`config.mk`:
```
export PLATFORM = sky130hd
export DESIGN_NAME = sound_turn_ctrl
export DESIGN_NICKNAME = d
export VERILOG_FILES = /design/src/rtl/sound_turn_ctrl.sv
export SDC_FILE = /design/constraint.sdc
export NUM_CORES = 1
export LEC_CHECK = 0
export CAP_MARGIN = 20
export CORE_MARGIN = 2
export CORE_UTILIZATION = 35
export CTS_BUF_LIST = sky130_fd_sc_hd__clkbuf_2
export CTS_CLUSTER_DIAMETER = 150
export DETAILED_ROUTE_END_ITERATION = 8
export SYNTH_ARGS = -nofsm -noshare
export SYNTH_HDL_FRONTEND = slang
export SYNTH_SLANG_ARGS = --single-unit
```
`constraint.sdc`:
```
create_clock -name clk -period 2.6 [get_ports clk]
set_input_delay 0.52 -clock clk [delete_from_list [all_inputs] [get_ports clk]]
set_output_delay 0.52 -clock clk [all_outputs]
set_load 0.05 [all_outputs]
```
`src/rtl/sound_turn_ctrl.sv`:
```
// sound_turn_ctrl: qualifies the direction-finder code, fires one timed motor
// turn per accepted event, then cools down before re-arming the finder.
module sound_turn_ctrl #(
  parameter int unsigned STABLE_CYCLES   = 1000,
  parameter int unsigned TURN_CYCLES     = 25_000_000,
  parameter int unsigned COOLDOWN_CYCLES = 50_000_000,
  parameter int unsigned CNT_W           = 32
) (
  input  logic       clk,
  input  logic       reset,
  input  logic       enable,
  input  logic [1:0] direction,
  output logic       find_enable,
  output logic       turn_left,
  output logic       turn_right,
  output logic       busy,
  output logic [7:0] event_count
);

  typedef enum logic [2:0] {
    S_IDLE    = 3'd0,
    S_LISTEN  = 3'd1,
    S_QUALIFY = 3'd2,
    S_TURN    = 3'd3,
    S_COOL    = 3'd4
  } state_t;

  localparam logic [CNT_W-1:0] ONE      = CNT_W'(1);
  localparam logic [CNT_W-1:0] STABLE_N = CNT_W'(STABLE_CYCLES);
  localparam logic [CNT_W-1:0] TURN_N   = CNT_W'(TURN_CYCLES);
  localparam logic [CNT_W-1:0] COOL_N   = CNT_W'(COOLDOWN_CYCLES);

  localparam logic [1:0] DIR_RIGHT = 2'b01;
  localparam logic [1:0] DIR_LEFT  = 2'b10;

  state_t           state_q, state_d;
  logic [CNT_W-1:0] cnt_q, cnt_d;
  logic [1:0]       cand_q, cand_d;
  logic [7:0]       ev_q, ev_d;
  logic             find_q, find_d;
  logic             left_q, left_d;
  logic             right_q, right_d;
  logic             busy_q, busy_d;

  // Next-state, shared counter and registered-output computation.
  // The counter is the number of matching samples in QUALIFY and the number of
  // elapsed cycles in TURN/COOLDOWN. A direction is accepted once the count
  // reaches STABLE_CYCLES; TURN is entered on the following edge, so the motor
  // output rises STABLE_CYCLES edges after the first sample was taken.
  always_comb begin
    state_d = state_q;
    cnt_d   = cnt_q;
    cand_d  = cand_q;
    ev_d    = ev_q;
    if (!enable) begin
      state_d = S_IDLE;
      cnt_d   = '0;
    end else begin
      case (state_q)
        S_IDLE: begin
          state_d = S_LISTEN;
          cnt_d   = '0;
        end
        S_LISTEN: begin
          if (direction == DIR_RIGHT || direction == DIR_LEFT) begin
            state_d = S_QUALIFY;
            cand_d  = direction;
            cnt_d   = ONE;
          end
        end
        S_QUALIFY: begin
          if (cnt_q == STABLE_N) begin
            state_d = S_TURN;
            cnt_d   = ONE;
            if (ev_q != 8'hFF) ev_d = ev_q + 8'd1;
          end else if (direction == cand_q) begin
            cnt_d = cnt_q + ONE;
          end else begin
            state_d = S_LISTEN;
            cnt_d   = '0;
          end
        end
        S_TURN: begin
          if (cnt_q == TURN_N) begin
            state_d = S_COOL;
            cnt_d   = ONE;
          end else begin
            cnt_d = cnt_q + ONE;
          end
        end
        S_COOL: begin
          if (cnt_q == COOL_N) begin
            state_d = S_LISTEN;
            cnt_d   = '0;
          end else begin
            cnt_d = cnt_q + ONE;
          end
        end
        default: begin
          state_d = S_IDLE;
          cnt_d   = '0;
        end
      endcase
    end
    // Outputs follow the next state so they change on the same edge as the state.
    find_d  = (state_d == S_LISTEN) || (state_d == S_QUALIFY);
    busy_d  = (state_d == S_TURN) || (state_d == S_COOL);
    left_d  = (state_d == S_TURN) && (cand_d == DIR_LEFT);
    right_d = (state_d == S_TURN) && (cand_d == DIR_RIGHT);
  end

  // State, counter and output registers; reset overrides enable.
  always_ff @(posedge clk) begin
    if (reset) begin
      state_q <= S_IDLE;
      cnt_q   <= '0;
      cand_q  <= '0;
      ev_q    <= '0;
      find_q  <= 1'b0;
      left_q  <= 1'b0;
      right_q <= 1'b0;
      busy_q  <= 1'b0;
    end else begin
      state_q <= state_d;
      cnt_q   <= cnt_d;
      cand_q  <= cand_d;
      ev_q    <= ev_d;
      find_q  <= find_d;
      left_q  <= left_d;
      right_q <= right_d;
      busy_q  <= busy_d;
    end
  end

  assign find_enable = find_q;
  assign turn_left   = left_q;
  assign turn_right  = right_q;
  assign busy        = busy_q;
  assign event_count = ev_q;

endmodule
```
==> metrics.csv <==
metric,value,unit
outcome,"finished, final reports clean",
CP Data Required Time,2990,ps
maximum fanout count along the critical path,6,
HPWL after detailed placement,4.29,mm
quantity of gates resized following cts,0,
Worst Reg2Reg Path Length in Cells,8,
number of design-rule violations left by the first detailed-router iteration,111,
grt met1 use,0.197,
CTS tree,done,
Initial Utilization,0.357,
leading register cell type out of synthesis,sky130_fd_sc_hd__dfxtp_1,
final wirelength,5.68,mm
number of placed cells counting well taps,428,
setup repair after global routing missed its margin,no,
Arrival @ worst endpoint,2620,ps
beginning of the worst register-to-register path,cnt_q[0],
setup violation total in the final timing report,0,
post-placement cell area,0.00298,sq mm
Synth async-reset ratio,0,
Synth Net Count,323,
number of remaining DRC errors,0,
global placement routability congestion,0.827,
total iterations of the first detailed-routing run,4,
total clock buffers created by CTS,5,
Boundary Pins,17,
via count of the first global-routing pass,2091,
number of fill cells,804,
number of warnings printed during yosys synthesis,0,
final standard cell count with taps included and fillers excluded,434,
number of synthesized register bits,49,
library cell with the highest instance count after synthesis,sky130_fd_sc_hd__dfxtp_1,
number of antenna violations at the first check in global routing,0,
capturing instance or port of the critical path,cnt_q[0],
Diodes inserted,0,
Tot GR Track Use,0.142,
launching element type of the critical path,register,
core area,0.00761,sq mm
clock-pin transition on the worst setup and hold timing paths,230,ps
routed wirelength normalized by instance count,13.1,um
number of endpoints with negative hold slack in the final report,0,
launching instance or port of the critical path,cnt_q[0],
Final Max Tran Viols,0,
leading cell types by total area after synthesis,"sky130_fd_sc_hd__dfxtp_1 (36%), sky130_fd_sc_hd__xor2_1 (9.0%), sky130_fd_sc_hd__nand4_1 (5.1%), sky130_fd_sc_hd__nor2_2 (4.8%), sky130_fd_sc_hd__nor2_1 (4.1%)",
signed area change from the synthesized netlist to the final layout,10.8,%
highest-utilization routing layer at the global route stage,met2,
synthesized cell area,0.00271,sq mm
Clock Sink Count,49,
Final period util,0.857,
upper clock frequency limit,449,MHz
area of all placed cells without fillers,0.00301,sq mm
top cell type by total area after synthesis,sky130_fd_sc_hd__dfxtp_1,
Mapped Cells,315,
number of nets with antenna violations after detailed routing,0,
Vias/cell,5.22,
Worst-Margin Slew,555,ps
later-pin clock latency in the skew report,420,ps
fin crit period,2230,ps
worst reg-to-reg setup slack,370,ps
logic gate share of total power,0.065,
GR Util met2,0.223,
setup TNS,0,ps
number of distinct library cells after synthesis,50,
leakage,1.02,nW
site row count,32,
number of enable-type register cells in the synthesized netlist,0,
H-tree Lvls,2,
ratio of cells with drive above 1 in the final layout,0.136,
Final Util,0.395,
cell area power density,371,mW/mm^2
proportion of synthesized chip area in sequential cells,0.361,
Chip Width,92.1,um
layout net count,341,
routing usage on met3,0.0288,
CTS Root Buffer Type,sky130_fd_sc_hd__clkbuf_2,
sequential share of power,0.684,
Post-CTS Hold Buffers,0,
portion of total power attributed to the clock network,0.252,
area share of the largest cell type after synthesis,0.361,
switching power,274,uW
kind of capture point of the worst setup path,register,
die extent in y,92.1,um
buffer depth of the longest clock path,2,
setup skew after layout,20.0,ps
first-pass GRT wire length,9.86,mm
routed vias,2267,
max capacitance violation total,0,
internal power contribution,842,uW
post-synthesis average cell area,8.62,sq um
Max-Slew Margin vs Limit,0.628,
maximum number of pins on one net before global-route repair,27,
critical path type,reg -> reg,
number of input and output port buffers inserted,16,
fraction of power spent switching nets,0.246,
maximum vdd drop,167,uV
Final Hold Slack,531,ps
Tightest Hold Check Type,reg -> reg,
worst r2r dst,cnt_q[0],
most frequent cells after synthesis,"sky130_fd_sc_hd__dfxtp_1 (49), sky130_fd_sc_hd__nor2_1 (30), sky130_fd_sc_hd__xor2_1 (28)",
Post-CTS Setup Bufs,0,
global-route congestion overflow total,0,
Die Area,0.00847,sq mm
## area by class of cell
type                       count  area, sq um  area share
inverter                       7         26.3     0.00874
sequential                    49          981       0.326
clock buffer                   5         25.0     0.00832
multi-input combinational    247         1620       0.538
clock inverter                 1         5.00     0.00166
timing repair buffer          23          225      0.0749
tap                          102          128      0.0424
## routing by layer
metal	vias up	wire length, um
met5	-	0
met4	0	66
met3	6	171
met2	28	2580
met1	1083	2870
li1	1150	-
## worst min-delay path by stage
stage | start | to | slack (ps) | cells past startpoint
after floorplan | cnt_q[30] | cnt_q[30] | 470 | 2
after global placement | cnt_q[30] | cnt_q[30] | 490 | 2
after detailed placement | cnt_q[30] | cnt_q[30] | 510 | 2
after CTS | cnt_q[30] | cnt_q[30] | 540 | 2
after global routing | cnt_q[30] | cnt_q[30] | 550 | 2
final | cnt_q[30] | cnt_q[30] | 530 | 2
## power groups by stage
stage	Clock [mW]	Sequential [mW]	Combinational, mW
after floorplan	0	0.777	0.0495
after global placement	0	0.777	0.0721
after detailed placement	0	0.778	0.0725
after CTS	0.297	0.763	0.0729
after global routing	0.317	0.765	0.0801
final	0.281	0.763	0.0723
## cells by family after synthesis
kind of cell,synth area share
AO/OA/AOI/OAI,0.0848
XOR/XNOR,0.116
adder cells (fa/ha/maj),0.0138
buffers and inverters,0.0429
flip-flops,0.361
multiplexers,0.00738
AND/OR/NAND/NOR,0.373
## flip-flops by register name, summed over array words and instances (netlist names)
name         cells
cnt_q           32
event_count      8
state_q          3
cand_q           2
busy             1
find_enable      1
turn_left        1
turn_right       1
## worst max-delay path, stage by stage (launching register included)
cell and delay, ps:
sky130_fd_sc_hd__dfxtp_1 420, sky130_fd_sc_hd__inv_1 80, sky130_fd_sc_hd__ha_1 130, sky130_fd_sc_hd__nor4b_2 310, sky130_fd_sc_hd__nand3_1 180, sky130_fd_sc_hd__nor3_1 390
sky130_fd_sc_hd__o21ai_0 130, sky130_fd_sc_hd__a2111oi_0 420, sky130_fd_sc_hd__a41o_1 150
## metrics by stage
| step | worst slack, ps | power, mW |
|---|---|---|
| global placement | 217 | 0.849 |
| detailed placement | 196 | 0.850 |
| global route | 132 | 1.16 |
| CTS | 343 | 1.13 |
| finish | 371 | 1.12 |
| floorplan | 682 | 0.826 |
## cells in the final DEF (no fill, tap or decap), types with 2 or more instances in the layout
cell,n
sky130_fd_sc_hd__nor4_4,2
sky130_fd_sc_hd__ha_1,3
sky130_fd_sc_hd__o21ai_0,7
sky130_fd_sc_hd__and3_1,13
sky130_fd_sc_hd__and4_1,6
sky130_fd_sc_hd__clkdlybuf4s50_1,16
sky130_fd_sc_hd__xor2_1,28
sky130_fd_sc_hd__clkbuf_2,5
sky130_fd_sc_hd__nand3b_1,3
sky130_fd_sc_hd__nor2_1,30
sky130_fd_sc_hd__inv_1,7
sky130_fd_sc_hd__buf_4,6
sky130_fd_sc_hd__o31ai_1,2
sky130_fd_sc_hd__nor4_1,4
sky130_fd_sc_hd__nand2b_1,5
sky130_fd_sc_hd__and2_1,9
sky130_fd_sc_hd__mux2i_1,2
sky130_fd_sc_hd__a21oi_1,12
sky130_fd_sc_hd__dfxtp_1,49
sky130_fd_sc_hd__nor2b_1,2
sky130_fd_sc_hd__or3_1,2
sky130_fd_sc_hd__nor3_1,10
sky130_fd_sc_hd__xnor2_1,8
sky130_fd_sc_hd__nand3_1,21
sky130_fd_sc_hd__nor2_2,21
sky130_fd_sc_hd__nand2_1,14
sky130_fd_sc_hd__nand4_1,22
Power figures use the tool's default switching activity.
